**src/rtl/multicycle_control_unit.sv**
```systemverilog
// Moore-style multi-cycle RV32I controller sharing one memory port for fetch and data.
// Optional jal support is compiled in with `define MCU_JAL_EN.
module multicycle_control_unit #(
  parameter int ALUCTRL_W   = 3,
  parameter int MEM_TIMEOUT = 15
) (
  input  logic                 clk,
  input  logic                 rst,
  input  logic [6:0]           op_code,
  input  logic [2:0]           funct3,
  input  logic                 funct7_5,
  input  logic                 zero,
  input  logic                 mem_ready,
  output logic                 pc_write,
  output logic                 adr_src,
  output logic                 mem_read,
  output logic                 mem_write,
  output logic                 ir_write,
  output logic                 reg_write,
  output logic [1:0]           result_src,
  output logic [1:0]           alu_src_a,
  output logic [1:0]           alu_src_b,
  output logic [2:0]           imm_src,
  output logic [ALUCTRL_W-1:0] alu_control,
  output logic [3:0]           state,
  output logic                 illegal
);
  localparam logic [3:0] FETCH = 4'd0, DECODE = 4'd1, MEMADR = 4'd2, MEMREAD = 4'd3,
                         MEMWB = 4'd4, MEMWRITE = 4'd5, EXECR = 4'd6, EXECI = 4'd7,
                         ALUWB = 4'd8, BEQ = 4'd9, JAL = 4'd10, TRAP = 4'd11;
  localparam int CW = $clog2(MEM_TIMEOUT + 2);

  logic [3:0]    next_state;
  logic [CW-1:0] wait_cnt;
  logic [2:0]    funct_alu, alu;
  logic          is_mem, is_r, is_i, is_beq, is_jal, f3_ok;
  logic          waiting, timeout;
  logic          pc_w, ir_w, reg_w, mem_r, mem_w;

  assign is_mem = (op_code == 7'b0000011) || (op_code == 7'b0100011);
  assign is_r   = op_code == 7'b0110011;
  assign is_i   = op_code == 7'b0010011;
  assign is_beq = op_code == 7'b1100011;
  assign is_jal = op_code == 7'b1101111;
  assign f3_ok  = (funct3 == 3'b000) || (funct3 == 3'b010) ||
                  (funct3 == 3'b110) || (funct3 == 3'b111);

  always_comb begin
    case (funct3)
      3'b000:  funct_alu = (op_code[5] & funct7_5) ? 3'b011 : 3'b010;
      3'b010:  funct_alu = 3'b110;
      3'b110:  funct_alu = 3'b100;
      3'b111:  funct_alu = 3'b101;
      default: funct_alu = 3'b010;
    endcase
  end

  assign waiting = (state == FETCH) || (state == MEMREAD) || (state == MEMWRITE);
  assign timeout = (MEM_TIMEOUT > 0) && waiting && !mem_ready && (wait_cnt == CW'(MEM_TIMEOUT));

  always_comb begin
    next_state = state;
    case (state)
      FETCH:    if (mem_ready) next_state = DECODE;
      DECODE: begin
        if (is_mem)                next_state = MEMADR;
        else if (is_r)             next_state = f3_ok ? EXECR : TRAP;
        else if (is_i)             next_state = f3_ok ? EXECI : TRAP;
        else if (is_beq)           next_state = (funct3 == 3'b000) ? BEQ : TRAP;
`ifdef MCU_JAL_EN
        else if (is_jal)           next_state = JAL;
`endif
        else                       next_state = TRAP;
      end
      MEMADR:   next_state = op_code[5] ? MEMWRITE : MEMREAD;
      MEMREAD:  if (mem_ready) next_state = MEMWB;
      MEMWB:    next_state = FETCH;
      MEMWRITE: if (mem_ready) next_state = FETCH;
      EXECR:    next_state = ALUWB;
      EXECI:    next_state = ALUWB;
      ALUWB:    next_state = FETCH;
      BEQ:      next_state = FETCH;
`ifdef MCU_JAL_EN
      JAL:      next_state = ALUWB;
`endif
      default:  next_state = TRAP;
    endcase
    if (timeout) next_state = TRAP;
  end

  always_comb begin
    pc_w = 1'b0; ir_w = 1'b0; reg_w = 1'b0; mem_r = 1'b0; mem_w = 1'b0;
    adr_src = 1'b0; result_src = 2'b00; alu_src_a = 2'b00; alu_src_b = 2'b00;
    imm_src = 3'b000; alu = 3'b010;
    case (state)
      FETCH: begin
        mem_r = 1'b1; alu_src_b = 2'b10; result_src = 2'b10;
        pc_w = mem_ready; ir_w = mem_ready;
      end
      DECODE: begin
        alu_src_a = 2'b01; alu_src_b = 2'b01;
`ifdef MCU_JAL_EN
        imm_src = is_jal ? 3'b011 : 3'b010;
`else
        imm_src = 3'b010;
`endif
      end
      MEMADR: begin
        alu_src_a = 2'b10; alu_src_b = 2'b01; imm_src = op_code[5] ? 3'b001 : 3'b000;
      end
      MEMREAD:  begin adr_src = 1'b1; mem_r = 1'b1; end
      MEMWB:    begin result_src = 2'b01; reg_w = 1'b1; end
      MEMWRITE: begin adr_src = 1'b1; mem_w = 1'b1; end
      EXECR:    begin alu_src_a = 2'b10; alu = funct_alu; end
      EXECI:    begin alu_src_a = 2'b10; alu_src_b = 2'b01; alu = funct_alu; end
      ALUWB:    reg_w = 1'b1;
      BEQ:      begin alu_src_a = 2'b10; alu = 3'b011; pc_w = zero; end
`ifdef MCU_JAL_EN
      JAL:      begin alu_src_a = 2'b01; alu_src_b = 2'b10; pc_w = 1'b1; end
`endif
      default: ;
    endcase
  end

  // Reset masks every enable immediately so an aborted instruction writes nothing.
  assign pc_write    = pc_w  & ~rst;
  assign ir_write    = ir_w  & ~rst;
  assign reg_write   = reg_w & ~rst;
  assign mem_read    = mem_r & ~rst;
  assign mem_write   = mem_w & ~rst;
  assign alu_control = ALUCTRL_W'(alu);

  always_ff @(posedge clk) begin
    if (rst) begin
      state    <= FETCH;
      illegal  <= 1'b0;
      wait_cnt <= '0;
    end else begin
      state <= next_state;
      if (next_state == TRAP) illegal <= 1'b1;
      if (next_state != state || mem_ready || !waiting) wait_cnt <= '0;
      else                                              wait_cnt <= wait_cnt + CW'(1);
    end
  end
endmodule

```
**config.mk**
```make
export PLATFORM = sky130hd
export DESIGN_NAME = multicycle_control_unit
export DESIGN_NICKNAME = d
export VERILOG_FILES = /design/src/rtl/multicycle_control_unit.sv
export SDC_FILE = /design/constraint.sdc
export NUM_CORES = 1
export LEC_CHECK = 0
export CORE_MARGIN = 2
export CORE_UTILIZATION = 47
export CTS_CLUSTER_DIAMETER = 80
export CTS_CLUSTER_SIZE = 24
export DETAILED_ROUTE_END_ITERATION = 10
export MAX_ROUTING_LAYER = met4
export PLACE_DENSITY = 0.84
export REMOVE_ABC_BUFFERS = 1
export SYNTH_ARGS = -nofsm -noshare
export SYNTH_HDL_FRONTEND = slang
export SYNTH_SLANG_ARGS = --single-unit
```
**constraint.sdc**
```tcl
create_clock -name clk -period 5.17 [get_ports clk]
set_input_delay 0.517 -clock clk [delete_from_list [all_inputs] [get_ports clk]]
set_output_delay 0.517 -clock clk [all_outputs]
set_load 0.03 [all_outputs]
```
==> impl_results.md, run 1 <==
- Run status: finished, final reports clean
- Initial antenna violation count: 0
- CTS Buf Count: 3
- CP Data Arrival Time: 2.51 ns
- PortBufs: 36
- Placer congestion estimate: 0.7533
- Area leader, netlist: dfxtp_1
- Routed length per instance: 13.24 um
- Post-CTS Setup Bufs: 0
- # nets final: 169
- Syn Inst Count: 121
- Die Span Y: 50.70 um
- Fin cells: 177
- Period minus WS final: 3.023 ns
- Worst path depth: 6
- Grt total ovfl: 0
- Fin util: 67.44%
- Die Area: 2570 um2
- Final Max Tran Viols: 0
- Fin crit share: 58.48%
- Placed cell count: 174
- Synth warnings: 0
- Family with the most delay on the worst path: buffers and inverters
- CTS Root Cell: clkbuf_4
- Worst Clk Skew: 0.002925 ns
- Antenna Violating Nets Remaining: 0
- Distinct cells, synth: 53
- First-pass DRT Iterations: 4
- WL met2: 1.102 mm
- Worst-path clk slew: 0.06 ns
- Buffers & Inverters on Critical Path: 2
- Max-cap violations: 0
- R2R cell count: 5
- Rows: 16
- Async SR Flop Fraction: 0%
- PwrDens: 417.6 nW/um2
- # resized after CTS: 0
- Vias in the first global route: 873
- Mapped cell area: 1025 um2
- Worst slack, placed: 2.161 ns
- CTS tree: done
- Top_reg_cell synth: dfxtp_1
- Max stage delay cell, worst path: clkdlybuf4s50_1
- Worst Setup EP: pc_write
- Global-route wire length before repair: 4.022 mm
- Max_slew headroom: 48.94%
- Worst Max-Slew Pin Slew: 0.7648 ns
- Reg2reg end: illegal$_SDFFE_PP0N_
- Final Hold Vio Count: 0
- Total Routing Usage GR: 20.49%
- Peak fanout along the critical path: 8
- CP endpoint kind: output port
- Final setup viols: 0
- Max Buffers Root-to-Sink: 2
- Ant diodes: 0
- Htree depth: 1
- Number of DRC markers in iteration 0: 13
- Hold Slack: 0.4641 ns
- Drt drc: 0
- Critical Path RT: 4.65 ns
- Worst R2R Start: state[1]$_SDFF_PP0_
- Flop-to-flop setup slack: 3.14 ns
- Final setup margin: 2.147 ns
- DR top layer: met4
- Met3 WL: 143 um
- Area delta synth->final: 31.75%
- Clk_lat worst skew: 0.25 ns
- Largest net degree at the start of global routing: 22
- Final TNS setup: 0 ns
- Vias per cell: 5.531
- Crit Path Category: input port to output port
- Hpwl dp: 1.831 mm
- Area of the core: 2002 um2
- Starting density of the core: 51.19%
- Routed wire length: 2.344 mm
- M1 wire length: 1.092 mm
- Die Width: 50.70 um
- P_leak: 0.4550 nW
- Crit path launch: mem_ready
- Mapped Avg Cell Area: 8.469 um2
- Final instance area: 1350 um2
- Synth area leaders: dfxtp_1 20%, nor2_1 4.4%, buf_6 3.3%
- Min-delay worst type: flop to flop
- Synth top area share: 19.54%
- Share of layout cells above drive strength 1: 14.00%
- Post-synth EDFFs: 0
- Crit path largest cell delay: 0.72 ns
- Crit-path cells: clkdlybuf4s50_1 > nor2b_1 > nor2b_1 > a31oi_1 > nor4_1 > clkdlybuf4s50_1
- Dpl cell area: 1328 um2
- Max rail drop VDD: 0.2533 mV
- Fmax: 330.7 MHz
- Register area share after synthesis: 19.54%
- RSZ-0062 raised after global routing: no
- Critical Path Start Type: input port
- Via count: 979
- Hold buffer count at cts: 0
- Total power: 563.7 uW
- CTS Sinks: 10
- Number of I/O pins: 38
- Yosys reg bits: 10
-- worst min path at each step --
| stage | start | endpoint | slack [ns] | cells past startpoint |
|---|---|---|---|---|
| 2_1_floorplan | wait_cnt[0]$_SDFF_PP0_ | wait_cnt[0]$_SDFF_PP0_ | 0.43 | 1 |
| 3_3_place_gp | wait_cnt[0]$_SDFF_PP0_ | wait_cnt[0]$_SDFF_PP0_ | 0.44 | 1 |
| 3_5_place_dp | wait_cnt[0]$_SDFF_PP0_ | wait_cnt[0]$_SDFF_PP0_ | 0.46 | 1 |
| 4_1_cts | wait_cnt[0]$_SDFF_PP0_ | wait_cnt[0]$_SDFF_PP0_ | 0.47 | 1 |
| 5_1_grt | wait_cnt[0]$_SDFF_PP0_ | wait_cnt[0]$_SDFF_PP0_ | 0.49 | 1 |
| 6_report | wait_cnt[0]$_SDFF_PP0_ | wait_cnt[0]$_SDFF_PP0_ | 0.46 | 1 |
-- placed cells by master, fill, tap and decap left out, types with 3 or more instances in the layout --
cell	synthesis	layout
dfxtp_1	10	10
o21ai_0	6	6
nor2_1	12	12
clkdlybuf4s50_1	0	36
clkbuf_4	0	3
nor3_1	5	5
nor2_2	5	5
nor3b_1	3	3
xnor2_1	3	3
nand2_1	3	3
nand3_1	3	3
a21oi_1	4	4
inv_1	6	6
nand2b_1	4	4
nand3b_1	3	3
-- registers in the layout, summed over array words and instances (netlist names) --
signal    cells
wait_cnt      5
state         4
illegal       1
-- power by group --
group | leakage [nW] | internal, mW | switching, mW
logic | 0.360 | 0.165 | 0.208
registers | 0.0813 | 0.0890 | 0.0525
clock network | 0.0138 | 0.0267 | 0.0225
-- layer usage --
metal	GRT usage, %	vias up
li1	-	497
met1	27.12	449
met2	33.11	31
met3	3.869	2
met4	3.153	0
met5	-	-
-- Yosys cell counts (all sizes together) (2+ instances only) --
| master | n |
|---|---|
| nor2 | 17 |
| buf | 10 |
| dfxtp | 10 |
| nor3 | 7 |
| inv | 6 |
| o21ai | 6 |
| nand2b | 5 |
| a21oi | 4 |
| nand2 | 4 |
| nand3 | 3 |
| nand3b | 3 |
| nor2b | 3 |
| nor3b | 3 |
| nor4 | 3 |
| xnor2 | 3 |
| a2111oi | 2 |
| and2 | 2 |
| and3 | 2 |
| ha | 2 |
| o211ai | 2 |
| or2 | 2 |
| or3 | 2 |
-- kinds of logic after synthesis --
| kind of cell | share of synthesized area (%) |
|---|---|
| compound gates | 22.59 |
| other cells | 0.3659 |
| fa+ha+maj | 2.442 |
| xor+xnor | 3.419 |
| flops | 19.54 |
| buf+inv | 11.11 |
| simple gates | 39.56 |
| mux | 0.9768 |
-- final cells by class --
cell class / count / area [um2]
Clock buffer: 3 / 22.52
Sequential cell: 10 / 200.2
Tap cell: 27 / 33.78
Inverter: 6 / 22.52
Multi-Input combinational cell: 95 / 710.7
Timing Repair Buffer: 36 / 360.3
Fill cell: 171 / 651.9
Power figures use the tool's default switching activity.
==> inputs of run 2 (changes only) <==
--- a/config.mk
+++ b/config.mk
@@ -6,12 +6,12 @@
 export NUM_CORES = 1
 export LEC_CHECK = 0
 export CORE_MARGIN = 2
-export CORE_UTILIZATION = 47
+export CORE_UTILIZATION = 44
 export CTS_CLUSTER_DIAMETER = 80
 export CTS_CLUSTER_SIZE = 24
 export DETAILED_ROUTE_END_ITERATION = 10
 export MAX_ROUTING_LAYER = met4
-export PLACE_DENSITY = 0.84
+export PLACE_DENSITY = 0.8
 export REMOVE_ABC_BUFFERS = 1
 export SYNTH_ARGS = -nofsm -noshare
 export SYNTH_HDL_FRONTEND = slang
==> constraint.sdc (replaced) <==
create_clock -name clk -period 2.8 [get_ports clk]
set_input_delay 0.28 -clock clk [delete_from_list [all_inputs] [get_ports clk]]
set_output_delay 0.28 -clock clk [all_outputs]
set_load 0.03 [all_outputs]
==> run 2 against run 1 <==
Critical path depth down 2. Sequential share of layout area down 0.56 points. Critical endpoint is now imm_src[1]. Final area up 3.9%. Register-to-register slack worse by 2.3 ns. First-iteration DRC count down 7.7%. Routed wire length up 12%. Critical path type is now flop to output port. Die area up 6.3%.
==> impl_results.md, run 2 (same netlist as run 1, synthesis figures left out) <==
- Run status: finished, final reports clean
- Hold Slack: 0.4607 ns (-0.003332 ns)
- Vias in the first global route: 979 (+12%)
- Global-route wire length before repair: 4.381 mm (+8.9%)
- Fin crit share: 91.39%
- Final Hold Vio Count: 0 (unchanged)
- Area delta synth->final: 36.87%
- Largest net degree at the start of global routing: 22 (unchanged)
- Clk_lat worst skew: 0.27 ns (+0.02 ns)
- Area of the core: 2212 um2 (+10%)
- Max_slew headroom: 47.59% (-1.4 points)
- Share of layout cells above drive strength 1: 17.31% (+3.3 points)
- P_int: 563.4 uW (+100%)
- Starting density of the core: 46.32% (-4.9 points)
- CTS Sinks: 10 (unchanged)
- Net Sw Power: 543.1 uW (+92%)
- PortBufs: 36 (unchanged)
- Total power: 1.106 mW (+96%)
- # resized after CTS: 0 (unchanged)
- Crit-path cells: and2b_4 > nand2_4 > inv_1 > clkdlybuf4s50_1
- RSZ-0062 raised after global routing: no
- Max reg flops: 5 (unchanged)
- Family with the most delay on the worst path: flip-flops
- Largest reg by FF count: wait_cnt
- CTS Root Cell: clkbuf_4
- P_leak: 0.4879 nW (+7.2%)
- First-pass DRT Iterations: 4 (unchanged)
- Peak fanout along the critical path: 21 (+13)
- Final Max Tran Viols: 0 (unchanged)
- Most frequent cells in the layout: 36 x clkdlybuf4s50_1, 12 x nor2_1, 10 x dfxtp_1, 6 x inv_1, 6 x o21ai_0
- Commonest non-fill, non-tap cell in the layout: clkdlybuf4s50_1
- Clk network pwr share: 12.1% (+3.4 points)
- Worst path depth: 4 (-2)
- Max rail drop VDD: 0.5324 mV (+110%)
- Rows: 17 (+1)
- # nets final: 174 (+3.0%)
- Post-CTS Setup Bufs: 0 (unchanged)
- Htree depth: 1 (unchanged)
- Grt total ovfl: 0 (unchanged)
- Routed length per instance: 14.23 um (+7.5%)
- Die Span Y: 52.26 um (+3.1%)
- Max stage delay cell, worst path: dfxtp_1
- Crit Path Category: flop to output port
- Ant diodes: 0 (unchanged)
- Routed wire length: 2.619 mm (+12%)
- Min-delay worst type: flop to flop
- CTS tree: done
- Switching share of total power: 49.08% (-1.1 points)
- Crit path largest cell delay: 0.83 ns (+0.11 ns)
- Drt drc: 0 (unchanged)
- PwrDens: 788.8 nW/um2 (+89%)
- Antenna Violating Nets Remaining: 0 (unchanged)
- Total Routing Usage GR: 21.48% (+1.0 points)
- Number of I/O pins: 38 (unchanged)
- Flop pwr share: 19.6% (-5.5 points)
- Die Area: 2731 um2 (+6.3%)
- Worst Clk Skew: 0.002703 ns (-0.0002218 ns)
- Number of DRC markers in iteration 0: 12 (-1)
- CP Data Arrival Time: 2.28 ns (-0.23 ns)
- Max Buffers Root-to-Sink: 2 (unchanged)
- Worst Max-Slew Pin Slew: 0.7851 ns (+0.02026 ns)
- Fin util: 63.41% (-4.0 points)
- CP endpoint kind: output port
- Register area: 200.2 um2 (unchanged)
- Period minus WS final: 2.559 ns
- Hpwl dp: 2.048 mm (+12%)
- CTS Buf Count: 3 (unchanged)
- Fmax: 390.8 MHz
- Critical Path Start Type: flop
- Hold path cells: 1 (unchanged)
- Final setup viols: 0 (unchanged)
- Logic gate share of total power: 68.3% (+2.1 points)
- Top Registers: wait_cnt: 5 flops, state: 4 flops, illegal: 1 flops
- Placer congestion estimate: 0.8251 (+9.5%)
- Vias per cell: 5.473 (-1.1%)
- Initial antenna violation count: 0 (unchanged)
- Multi-input gate area: 710.7 um2 (unchanged)
- Filler cells: 192 (+12%)
- Via count: 1007 (+2.9%)
- Buffers & Inverters on Critical Path: 2 (unchanged)
- Critical Path RT: 2.52 ns (-2.13 ns)
- Die Width: 52.26 um (+3.1%)
- Hold buffer count at cts: 0 (unchanged)
- Worst-path clk slew: 0.07 ns (about the same)
- Max-cap violations: 0 (unchanged)
- R2R cell count: 8 (+3)
-- run 2: cell count changes in the layout (fill, tap and decap cells not counted), sizes merged --
| cell | change |
|---|---|
| buf | +5 |
| clkbuf | +1 |
-- run 2: cell type report --
type                            count  share of cell area, %
Inverter                            6                  1.606
Multi-Input combinational cell     95                  50.67
Timing Repair Buffer               41                  28.37
Clock buffer                        4                  2.587
Tap cell                           28                  2.498
Sequential cell                    10                  14.27
-- run 2: power by group through the flow --
stage	Clock, mW	Sequential (mW)	Combinational (mW)
floorplan	0	0.280	0.414
global placement	0	0.218	0.748
detailed placement	0	0.220	0.752
CTS	0.134	0.216	0.755
global route	0.139	0.223	0.807
finish	0.133	0.217	0.756
-- run 2: through the flow --
step	area [um2]	setup WS, ns	TNS (ns)	cells
after floorplan	933.4	-0.09153	-0.09153	111
after global placement	1366	0.4272	0	180
after detailed placement	1366	0.3332	0	180
after CTS	1403	0.2628	0	184
after global routing	1403	0.1058	0	184
final	1403	0.2411	0	184
-- run 2: per-layer routing --
metal | share of wire, % | global-route usage [%] | vias up
met2 | 50 | 36.92 | 32
met3 | 5.0 | 4.286 | 4
li1 | - | - | 505
met5 | 0 | - | -
met4 | 1.3 | 5.556 | 0
met1 | 44 | 25.69 | 466
-- run 2: worst reg2reg max path: stages, from the launching register on --
cell and delay, ns:
dfxtp_1 0.37, ha_1 0.19, and3_1 0.16, ha_1 0.16
nor2b_2 0.20, or3b_1 0.37, nand3_1 0.17, nand2b_1 0.10
a32oi_1 0.18
-- run 2: worst paths after layout --
| kind | from | to | slack (ns) |
|---|---|---|---|
| setup reg to reg | wait_cnt[0]$_SDFF_PP0_ | illegal$_SDFFE_PP0N_ | 0.83 |
| setup / recovery | state[0]$_SDFF_PP0_ | imm_src[1] | 0.24 |
| hold / removal | wait_cnt[0]$_SDFF_PP0_ | wait_cnt[0]$_SDFF_PP0_ | 0.46 |
| hold reg to reg | wait_cnt[0]$_SDFF_PP0_ | wait_cnt[0]$_SDFF_PP0_ | 0.46 |
